$ cat config.mk
export PLATFORM = sky130hd
export DESIGN_NAME = jk_sync_counter
export DESIGN_NICKNAME = d
export VERILOG_FILES = /design/src/rtl/jk_pkg.sv /design/src/rtl/jk_ff_bit.sv /design/src/rtl/jk_sync_counter.sv
export SDC_FILE = /design/constraint.sdc
export NUM_CORES = 1
export LEC_CHECK = 0
export ABC_AREA = 1
export BUFFER_PORTS_ARGS = -buffer_cell sky130_fd_sc_hd__buf_2
export CORE_AREA = 2 2 39 41
export DETAILED_ROUTE_END_ITERATION = 12
export DIE_AREA = 0 0 41 43
export PLACE_DENSITY = 0.62
export SLEW_MARGIN = 10
export SYNTH_ARGS = -nofsm -noshare
export SYNTH_HDL_FRONTEND = slang
export SYNTH_HIERARCHICAL = 1
export SYNTH_SLANG_ARGS = --single-unit
$ cat constraint.sdc
create_clock -name clk -period 1.3 [get_ports clk]
set_input_delay 0.065 -clock clk [delete_from_list [all_inputs] [get_ports clk]]
set_output_delay 0.065 -clock clk [all_outputs]
set_load 0.1 [all_outputs]
$ cat src/rtl/jk_pkg.sv
// ============================================================================
// Module      : jk_pkg
// Description : Shared JK action encoding and default counter geometry.
// Revision    : 1.0 - initial release
// ============================================================================
`default_nettype none

package jk_pkg;

  localparam int c_DEFAULT_WIDTH   = 4;
  localparam int c_DEFAULT_MODULUS = 10;

  typedef enum logic [1:0] {
    JK_HOLD   = 2'b00,
    JK_RESET  = 2'b01,
    JK_SET    = 2'b10,
    JK_TOGGLE = 2'b11
  } jk_action_e;

  function automatic jk_action_e jk_action(input logic j, input logic k);
    jk_action_e act;
    case ({j, k})
      2'b01:   act = JK_RESET;
      2'b10:   act = JK_SET;
      2'b11:   act = JK_TOGGLE;
      default: act = JK_HOLD;
    endcase
    return act;
  endfunction

endpackage

`default_nettype wire

$ cat src/rtl/jk_ff_bit.sv
// ============================================================================
// Module      : jk_ff_bit
// Description : One edge-triggered JK flip-flop with asynchronous clear.
// Revision    : 1.0 - initial release
// ============================================================================
`default_nettype none

module jk_ff_bit (
  input  logic clk,
  input  logic CLR_N,
  input  logic J,
  input  logic K,
  output logic Q,
  output logic QBAR
);

  import jk_pkg::*;

  logic r_q;

  always_ff @(posedge clk or negedge CLR_N) begin
    if (!CLR_N) begin
      r_q <= 1'b0;
    end else begin
      case (jk_action(J, K))
        JK_RESET:  r_q <= 1'b0;
        JK_SET:    r_q <= 1'b1;
        JK_TOGGLE: r_q <= ~r_q;
        default:   r_q <= r_q;
      endcase
    end
  end

  assign Q    = r_q;
  assign QBAR = ~r_q;

endmodule

`default_nettype wire

$ cat src/rtl/jk_sync_counter.sv
// ============================================================================
// Module      : jk_sync_counter
// Description : Cascadable modulo-N up/down counter built from JK bits.
//               Macro JK_SYNC_COUNTER_TC_REG_EN selects a registered TC.
// Revision    : 1.0 - initial release
// ============================================================================
`default_nettype none

module jk_sync_counter #(
  parameter int WIDTH   = jk_pkg::c_DEFAULT_WIDTH,
  parameter int MODULUS = jk_pkg::c_DEFAULT_MODULUS
) (
  input  logic             clk,
  input  logic             CLR_N,
  input  logic             CI,
  input  logic             UP,
  input  logic             LOAD,
  input  logic [WIDTH-1:0] D,
  output logic [WIDTH-1:0] Q,
  output logic [WIDTH-1:0] QBAR,
  output logic             TC,
  output logic             ERR
);

  import jk_pkg::*;

  localparam logic [WIDTH:0]   c_MODULUS = (WIDTH + 1)'(MODULUS);
  localparam logic [WIDTH-1:0] c_MAX     = WIDTH'(MODULUS - 1);
  localparam logic [WIDTH-1:0] c_ZERO    = '0;

  logic [WIDTH-1:0] w_q;
  logic [WIDTH-1:0] w_qbar;
  logic [WIDTH-1:0] w_j;
  logic [WIDTH-1:0] w_k;
  logic [WIDTH-1:0] w_t_up;
  logic [WIDTH-1:0] w_t_dn;
  logic [WIDTH-1:0] w_load_val;
  logic             w_load_ok;
  logic             w_at_max;
  logic             w_at_zero;
  logic             r_err;

  assign w_load_ok  = ({1'b0, D} < c_MODULUS);
  assign w_load_val = w_load_ok ? D : c_ZERO;
  assign w_at_max   = (w_q == c_MAX);
  assign w_at_zero  = (w_q == c_ZERO);

  // Binary step toggle terms: AND of all lower bits (up) or lower complements (down).
  always_comb begin
    logic v_up;
    logic v_dn;
    v_up   = 1'b1;
    v_dn   = 1'b1;
    w_t_up = '0;
    w_t_dn = '0;
    for (int i = 0; i < WIDTH; i++) begin
      w_t_up[i] = v_up;
      w_t_dn[i] = v_dn;
      v_up      = v_up & w_q[i];
      v_dn      = v_dn & w_qbar[i];
    end
  end

  always_comb begin
    w_j = '0;
    w_k = '0;
    if (LOAD) begin
      w_j = w_load_val;
      w_k = ~w_load_val;
    end else if (CI) begin
      if (UP) begin
        if (w_at_max) begin
          w_j = c_ZERO;
          w_k = ~c_ZERO;
        end else begin
          w_j = w_t_up;
          w_k = w_t_up;
        end
      end else begin
        if (w_at_zero) begin
          w_j = c_MAX;
          w_k = ~c_MAX;
        end else begin
          w_j = w_t_dn;
          w_k = w_t_dn;
        end
      end
    end
  end

  generate
    for (genvar i = 0; i < WIDTH; i++) begin : g_bit
      jk_ff_bit u_bit (
        .clk  (clk),
        .CLR_N(CLR_N),
        .J    (w_j[i]),
        .K    (w_k[i]),
        .Q    (w_q[i]),
        .QBAR (w_qbar[i])
      );
    end
  endgenerate

  always_ff @(posedge clk or negedge CLR_N) begin
    if (!CLR_N) begin
      r_err <= 1'b0;
    end else if (LOAD && !w_load_ok) begin
      r_err <= 1'b1;
    end
  end

`ifdef JK_SYNC_COUNTER_TC_REG_EN
  logic [WIDTH-1:0] w_q_next;
  logic             w_tc_next;
  logic             r_tc;

  assign w_q_next  = (w_j & w_qbar) | (~w_k & w_q);
  assign w_tc_next = CI & ((UP & (w_q_next == c_MAX)) | (~UP & (w_q_next == c_ZERO)));

  always_ff @(posedge clk or negedge CLR_N) begin
    if (!CLR_N) begin
      r_tc <= 1'b0;
    end else begin
      r_tc <= w_tc_next;
    end
  end

  assign TC = r_tc;
`else
  // Gated by CLR_N so a held reset with UP=0 cannot decode Q==0 as terminal.
  assign TC = CLR_N & CI & ((UP & w_at_max) | (~UP & w_at_zero));
`endif

  assign Q    = w_q;
  assign QBAR = w_qbar;
  assign ERR  = r_err;

endmodule

`default_nettype wire

==> results of run 1 <==
[power groups by stage]
stage          Sequential, mW  Combinational (mW)  Clock (mW)
6_report                0.244                1.24       0.175
5_1_grt                 0.245                1.30       0.197
4_1_cts                 0.240                1.20       0.184
3_5_place_dp            0.267                1.07           0
3_3_place_gp            0.263                1.07           0
2_1_floorplan           0.484               0.469           0
[layout make-up]
type | count | area (um^2) | area share, %
multi-input cells | 63 | 374 | 39.8
repair buffers | 32 | 312 | 33.1
flip-flops and latches | 5 | 140 | 14.9
inverters | 15 | 68.8 | 7.31
clock buffers | 4 | 26.3 | 2.79
well taps | 16 | 20.0 | 2.13
[per-stage QoR]
stage,setup WS [ps],utilization (%)
after CTS,-186,66.5
after floorplan,-344,-
final,-173,68.0
after detailed placement,-63.8,59.0
after global placement,-12.7,59.0
after global routing,-224,68.0
[sequential cells by signal, indices dropped and copies added (netlist names)]
name,cells
ERR,1
g_bit.u_bit/Q,4
[worst min path at each step]
| stage | start | to | slack [ps] | cells after the start |
|---|---|---|---|---|
| detailed placement | CLR_N | g_bit[0].u_bit/Q | -90 | 1 |
| finish | D[2] | g_bit[2].u_bit/Q | 190 | 5 |
| floorplan | CLR_N | ERR | -230 | 0 |
| global placement | CLR_N | g_bit[0].u_bit/Q | -100 | 1 |
| CTS | D[2] | g_bit[2].u_bit/Q | 200 | 5 |
| global route | D[2] | g_bit[2].u_bit/Q | 220 | 5 |
[worst register-to-register path, stage by stage, from the launching register on]
cell,delay (ps)
dfrtp_4,500
buf_6,150
inv_6,50
nand2_2,80
nor2_4,110
nand2_1,80
nand2_1,60
nand4_1,70
nand2_1,70
inv_1,40
nand2_1,60
nand2_2,50
[timing repair]
item	4_1_cts	5_1_grt
hold buffers	1	0
endpoints found under the hold margin	5	0
setup buffers	5	0
setup endpoints to repair	4	10
pin swaps	4	6
gates resized for setup	7	7
[placed cells by master (no fill, tap or decap), types with 2 or more instances in the layout]
master,count
buf_4,13
nor2_4,3
nand3_1,7
inv_6,2
nor2_1,6
buf_12,7
inv_2,3
inv_1,9
o21ai_0,2
nand2_1,18
nand2_2,11
clkbuf_4,4
o21ai_1,4
nand2_4,2
buf_2,9
dfrtp_4,4
nand4_1,2
[kinds of logic after synthesis]
logic type,synth area share (%)
buf+inv,11.5
compound gates,14.8
simple gates,48.3
flops,25.4
[routing by layer]
metal  global-route usage [%]  vias to the layer above  wire, um
li1                         -                      337         -
met4                     6.00                        0         0
met2                     33.8                       26       805
met3                     7.33                        0        95
met5                        0                        -         0
met1                     25.3                      300       626
==> flow_metrics.tcl, run 1 <==
set metrics [dict create \
    total_power_mw 1.66 \
    max_cap_viol_count 0 \
    regToRegStartpoint "g_bit[0].u_bit/Q" \
    drtIter0Drc 11 \
    cts.sinks 5 \
    ant_nets 0 \
    grt_antenna_before_repair 0 \
    num_antenna_cells 0 \
    cp_data_arrival_time_ps 1410 \
    worst_slew_pin_slew_ps 483 \
    yosysMostFrequentCell "nand2_1" \
    max_clock_freq_mhz 679 \
    relSlewSlack_pct 68.0 \
    avgSynthCellArea_um2 5.92 \
    critPathRequiredTime_ps 1240 \
    overflow 0 \
    r2r_slack_ps -120 \
    wl_per_cell_um 11.3 \
    sequentialPowerShare_pct 14.7 \
    cpMostUsedCell "nand2_4" \
    final_area_um2 941 \
    path_delay_family "flip-flops" \
    yosysTopAreaCellShare_pct 25.4 \
    crit_chain "nor2_4, nand2_4, nand2_4, nand3_4, a21oi_4, buf_12" \
    yosysWarnings 6 \
    powerDensity_nw_per_um2 1760 \
    end_kind "output port" \
    worst-path-stages 6 \
    gp_congestion 0.928 \
    grt_max_degree 9 \
    finalHoldViolations 0 \
    clock-root-buffer "clkbuf_4" \
    cts_buffers 3 \
    synth_largest_area_cell "dfrtp_1" \
    hold_ws_ps 185 \
    drt_pass1_iterations 4 \
    synth.distinct_cells 17 \
    synth_nets 92 \
    cts_tree "yes" \
    p_sw_uw 894 \
    status "finished with violations" \
    hold_class "input pin to register" \
    synth_flop_cell "dfrtp_1" \
    clk_pin_slew_ps 40 \
    reg2reg_depth 11 \
    ys_seq_area_share_pct 25.4 \
    fin_crit_sh_pct 113 \
    detailed_place.area_um2 816 \
    synthArstFlopShare_pct 100 \
    cts_buffer_depth 2 \
    nNetsFinal 129 \
    netlist_instances 83 \
    critPathBufInv 1 \
    crit_path_end "TC" \
    grtUsageTotal_pct 21.0 \
    synth_area_leaders "dfrtp_1 25%, nand2_1 17%, nand2_2 11%" \
    internal_power_uw 764 \
    setup_slack_ps -173 \
    synth.top_cells.by_count "22 x nand2_1, 10 x inv_1, 9 x nand2_2, 9 x nand3_1, 8 x nor2_1" \
    ys_ff_latch 5 \
    totalWireLength_mm 1.53 \
    reg2reg_to "g_bit[3].u_bit/Q" \
    drv_slew 0 \
    core_um2 1380 \
    leakage_nw 0.487 \
    die-area_um2 1760 \
    drcViolationCount 0 \
    place.detailed.instances 125 \
    hpwl_mm 1.13 \
    crit_start "g_bit[2].u_bit/Q" \
    fillerInstances 116 \
    drive_above_1_share_pct 53.8 \
    critPathMaxStageDelay_ps 480 \
    rsz0062_at_grt "true" \
    routed_via_density 4.91 \
    switching_share_pct 53.9 \
    tns_ps -455 \
    first_global_vias 647 \
    start_util_pct 35.5 \
    critPathMaxFanout 2 \
    report.final.setup_viol 5 \
    clkLatencyLatePin_ps 240 \
    criticalPathCategory "register to output port" \
    violations "negative setup slack" \
    die_x_um 41 \
    final_cells 135 \
    areaGrowthSynthToFinish_pct 91.3 \
    synth_enable_flop_cells 0 \
    irDropWorstVdd_mv 1.13 \
    io_buffers 18 \
    dieHeight_um 43 \
    fin_crit_ps 1470 \
    num_vias 663 \
    num_rows 14 \
    grt_pass1_wl_mm 2.50 \
    start_kind "register" \
    combPwrFrac_pct 74.7 \
    crit_slowest_cell "dfrtp_4" \
    htreeDepth 1 \
    fin_skew_ps 2.65 \
    synth_area_um2 492 \
    pin_count 19 \
    pwr-share-clk_pct 10.6 \
]
(Power assumes the default switching activity.)
==> run 2, diff against run 1 <==
--- a/config.mk
+++ b/config.mk
@@ -5,7 +5,6 @@
 export SDC_FILE = /design/constraint.sdc
 export NUM_CORES = 1
 export LEC_CHECK = 0
-export ABC_AREA = 1
 export BUFFER_PORTS_ARGS = -buffer_cell sky130_fd_sc_hd__buf_2
 export CORE_AREA = 2 2 39 41
 export DETAILED_ROUTE_END_ITERATION = 12
==> run 2 against run 1 <==
  * The flow still finishes with violations (negative setup slack)
  * Critical path depth fell by 3
  * Cell count fell by 10%
  * Clock-buffer cell count fell by 1
  * Routed wire length fell by 0.13%
  * Largest cell class is now buffers
==> flow_metrics.tcl, run 2 <==
set metrics [dict create \
    synth_area_leaders "dfrtp_1 26%, nor2_1 6.1%, a21oi_1 5.1%" \
    final_cells 121 \
    pin_count 19 \
    cts_tree "yes" \
    die-area_um2 1760 \
    overflow 0 \
    reg2reg_depth 7 \
    worst_slew_pin_slew_ps 482 \
    io_buffers 18 \
    relSlewSlack_pct 68.1 \
    fin_skew_ps 0.590 \
    drcViolationCount 0 \
    yosysMostFrequentCell "nor2_1" \
    yosysTopAreaCellShare_pct 25.5 \
    gp_congestion 0.872 \
    largest_reg_flops 4 \
    core_um2 1380 \
    drtIter0Drc 18 \
    finalHoldViolations 0 \
    yosysWarnings 6 \
    criticalPathCategory "register to output port" \
    hpwl_mm 1.19 \
    drt_pass1_iterations 4 \
    hold_end "ERR" \
    htreeDepth 1 \
    fin_crit_sh_pct 132 \
    ant_nets 0 \
    critPathRequiredTime_ps 1240 \
    synth_area_um2 490 \
    cp_data_arrival_time_ps 1650 \
    routed_via_density 5.37 \
    clkLatencyLatePin_ps 240 \
    start_kind "register" \
    totalWireLength_mm 1.52 \
    ys_seq_area_share_pct 25.5 \
    fin_crit_ps 1720 \
    layout_commonest_cell "buf_4" \
    drive_above_1_share_pct 61.0 \
    r2r_slack_ps -350 \
    cts_buffer_depth 2 \
    num_vias 650 \
    setup_slack_ps -418 \
    synth_flop_cell "dfrtp_1" \
    start_util_pct 35.4 \
    fillerInstances 104 \
    synth_largest_area_cell "dfrtp_1" \
    cts_buffers 3 \
    synthArstFlopShare_pct 100 \
    rsz0062_at_grt "true" \
    place.detailed.instances 109 \
    layout_common_cells "13 x buf_4, 9 x buf_2, 9 x buf_12" \
    regToRegStartpoint "g_bit[0].u_bit/Q" \
    wl_per_cell_um 12.6 \
    ys_ff_latch 5 \
    violations "negative setup slack" \
    die_x_um 41 \
    status "finished with violations" \
    first_global_vias 620 \
    num_antenna_cells 0 \
    synth.distinct_cells 29 \
    grt_antenna_before_repair 0 \
    synth.top_cells.by_count "8 x nor2_1, 5 x a21oi_1, 5 x dfrtp_1, 5 x nand2_1" \
    report.final.setup_viol 6 \
    drv_slew 0 \
    clock-root-buffer "clkbuf_4" \
    netlist_instances 63 \
    synth_enable_flop_cells 0 \
    max_clock_freq_mhz 582 \
    areaGrowthSynthToFinish_pct 112 \
    hold_class "input pin to register" \
    reg2reg_to "g_bit[3].u_bit/Q" \
    grtUsageTotal_pct 21.2 \
    synth_nets 72 \
    end_kind "output port" \
    max_cap_viol_count 0 \
    num_rows 14 \
    nNetsFinal 115 \
    cts.sinks 5 \
    clk_pin_slew_ps 50 \
    dieHeight_um 43 \
    min-delay-start "D[3]" \
    timing.hold.worst_path_depth 3 \
    grt_max_degree 12 \
    avgSynthCellArea_um2 7.79 \
    critPathMaxFanout 2 \
    grt_pass1_wl_mm 2.60 \
]
-- run 2: cell count changes after synthesis, moves of 3 or more --
cell and change:
inv_1 -6, nand3_1 -5, nand2b_1 +4, a21oi_1 +4, o21ai_1 -3, nand2_1 -17
inv_2 -5, nand2_2 -9
-- run 2: worst max-delay path: stages, from the launching register on --
cell and delay, ps:
dfrtp_4 470, or3_4 380, a2111oi_4 350, buf_12 220
-- run 2: layout make-up --
type                            count  area [um^2]  area share, %
Clock buffer                        3         22.5           2.17
Sequential cell                     5          140           13.5
Inverter                            4         26.3           2.53
Clock inverter                      1         5.00          0.482
Timing Repair Buffer               40          430           41.4
Tap cell                           16         20.0           1.93
Multi-Input combinational cell     52          394           38.0
-- run 2: worst max-delay path by stage --
stage / start / to / cells after the start / slack [ps]
6_report: g_bit[0].u_bit/Q / TC / 3 / -420
4_1_cts: g_bit[0].u_bit/Q / TC / 3 / -480
3_3_place_gp: g_bit[0].u_bit/Q / g_bit[1].u_bit/Q / 5 / -250
5_1_grt: g_bit[0].u_bit/Q / TC / 3 / -470
2_1_floorplan: g_bit[3].u_bit/Q / TC / 2 / -980
3_5_place_dp: g_bit[0].u_bit/Q / g_bit[1].u_bit/Q / 5 / -260
-- run 2: cell families (layout without fill, tap and decap cells) --
| family | count (synthesis) | count (layout) | synth area share [%] |
|---|---|---|---|
| buffers and inverters | 6 | 48 | 5.36 |
| muxes | 1 | 1 | 2.04 |
| and+or+nand+nor | 29 | 29 | 32.7 |
| AOI/OAI and AO/OA | 22 | 22 | 34.4 |
| DFF | 5 | 5 | 25.5 |
-- run 2: metrics by stage --
step / hold WS (ps) / setup slack [ps] / area (um^2) / util, % / setup TNS, ps
finish: 137 / -418 / 1040 / 75.0 / -1730
global route: 152 / -469 / 1040 / 75.0 / -2270
floorplan: -231 / -982 / 552 / - / -3620
global placement: -113 / -247 / 891 / 64.4 / -990
CTS: 129 / -480 / 1040 / 75.3 / -2320
detailed placement: -111 / -263 / 891 / 64.4 / -1120
-- run 2: timing repair --
action / in CTS / in global routing
hold endpoints to repair: 5 / 0
pin swaps: 4 / 5
hold buffers: 1 / 0
setup endpoints to repair: 7 / 9
resized for setup: 12 / 5
buffers inserted: 10 / 1
-- run 2: layer usage --
metal / track usage [%] / share of wire, % / up-vias
met3: 4.71 / 5.4 / 0
met1: 26.7 / 40 / 303
met5: 0 / 0 / -
met2: 35.9 / 54 / 28
met4: 2.67 / 0 / 0
li1: - / - / 319
Power of run 2 is not shown: default switching activity piles up to over one toggle a cycle in this logic, so the estimate is an artifact.
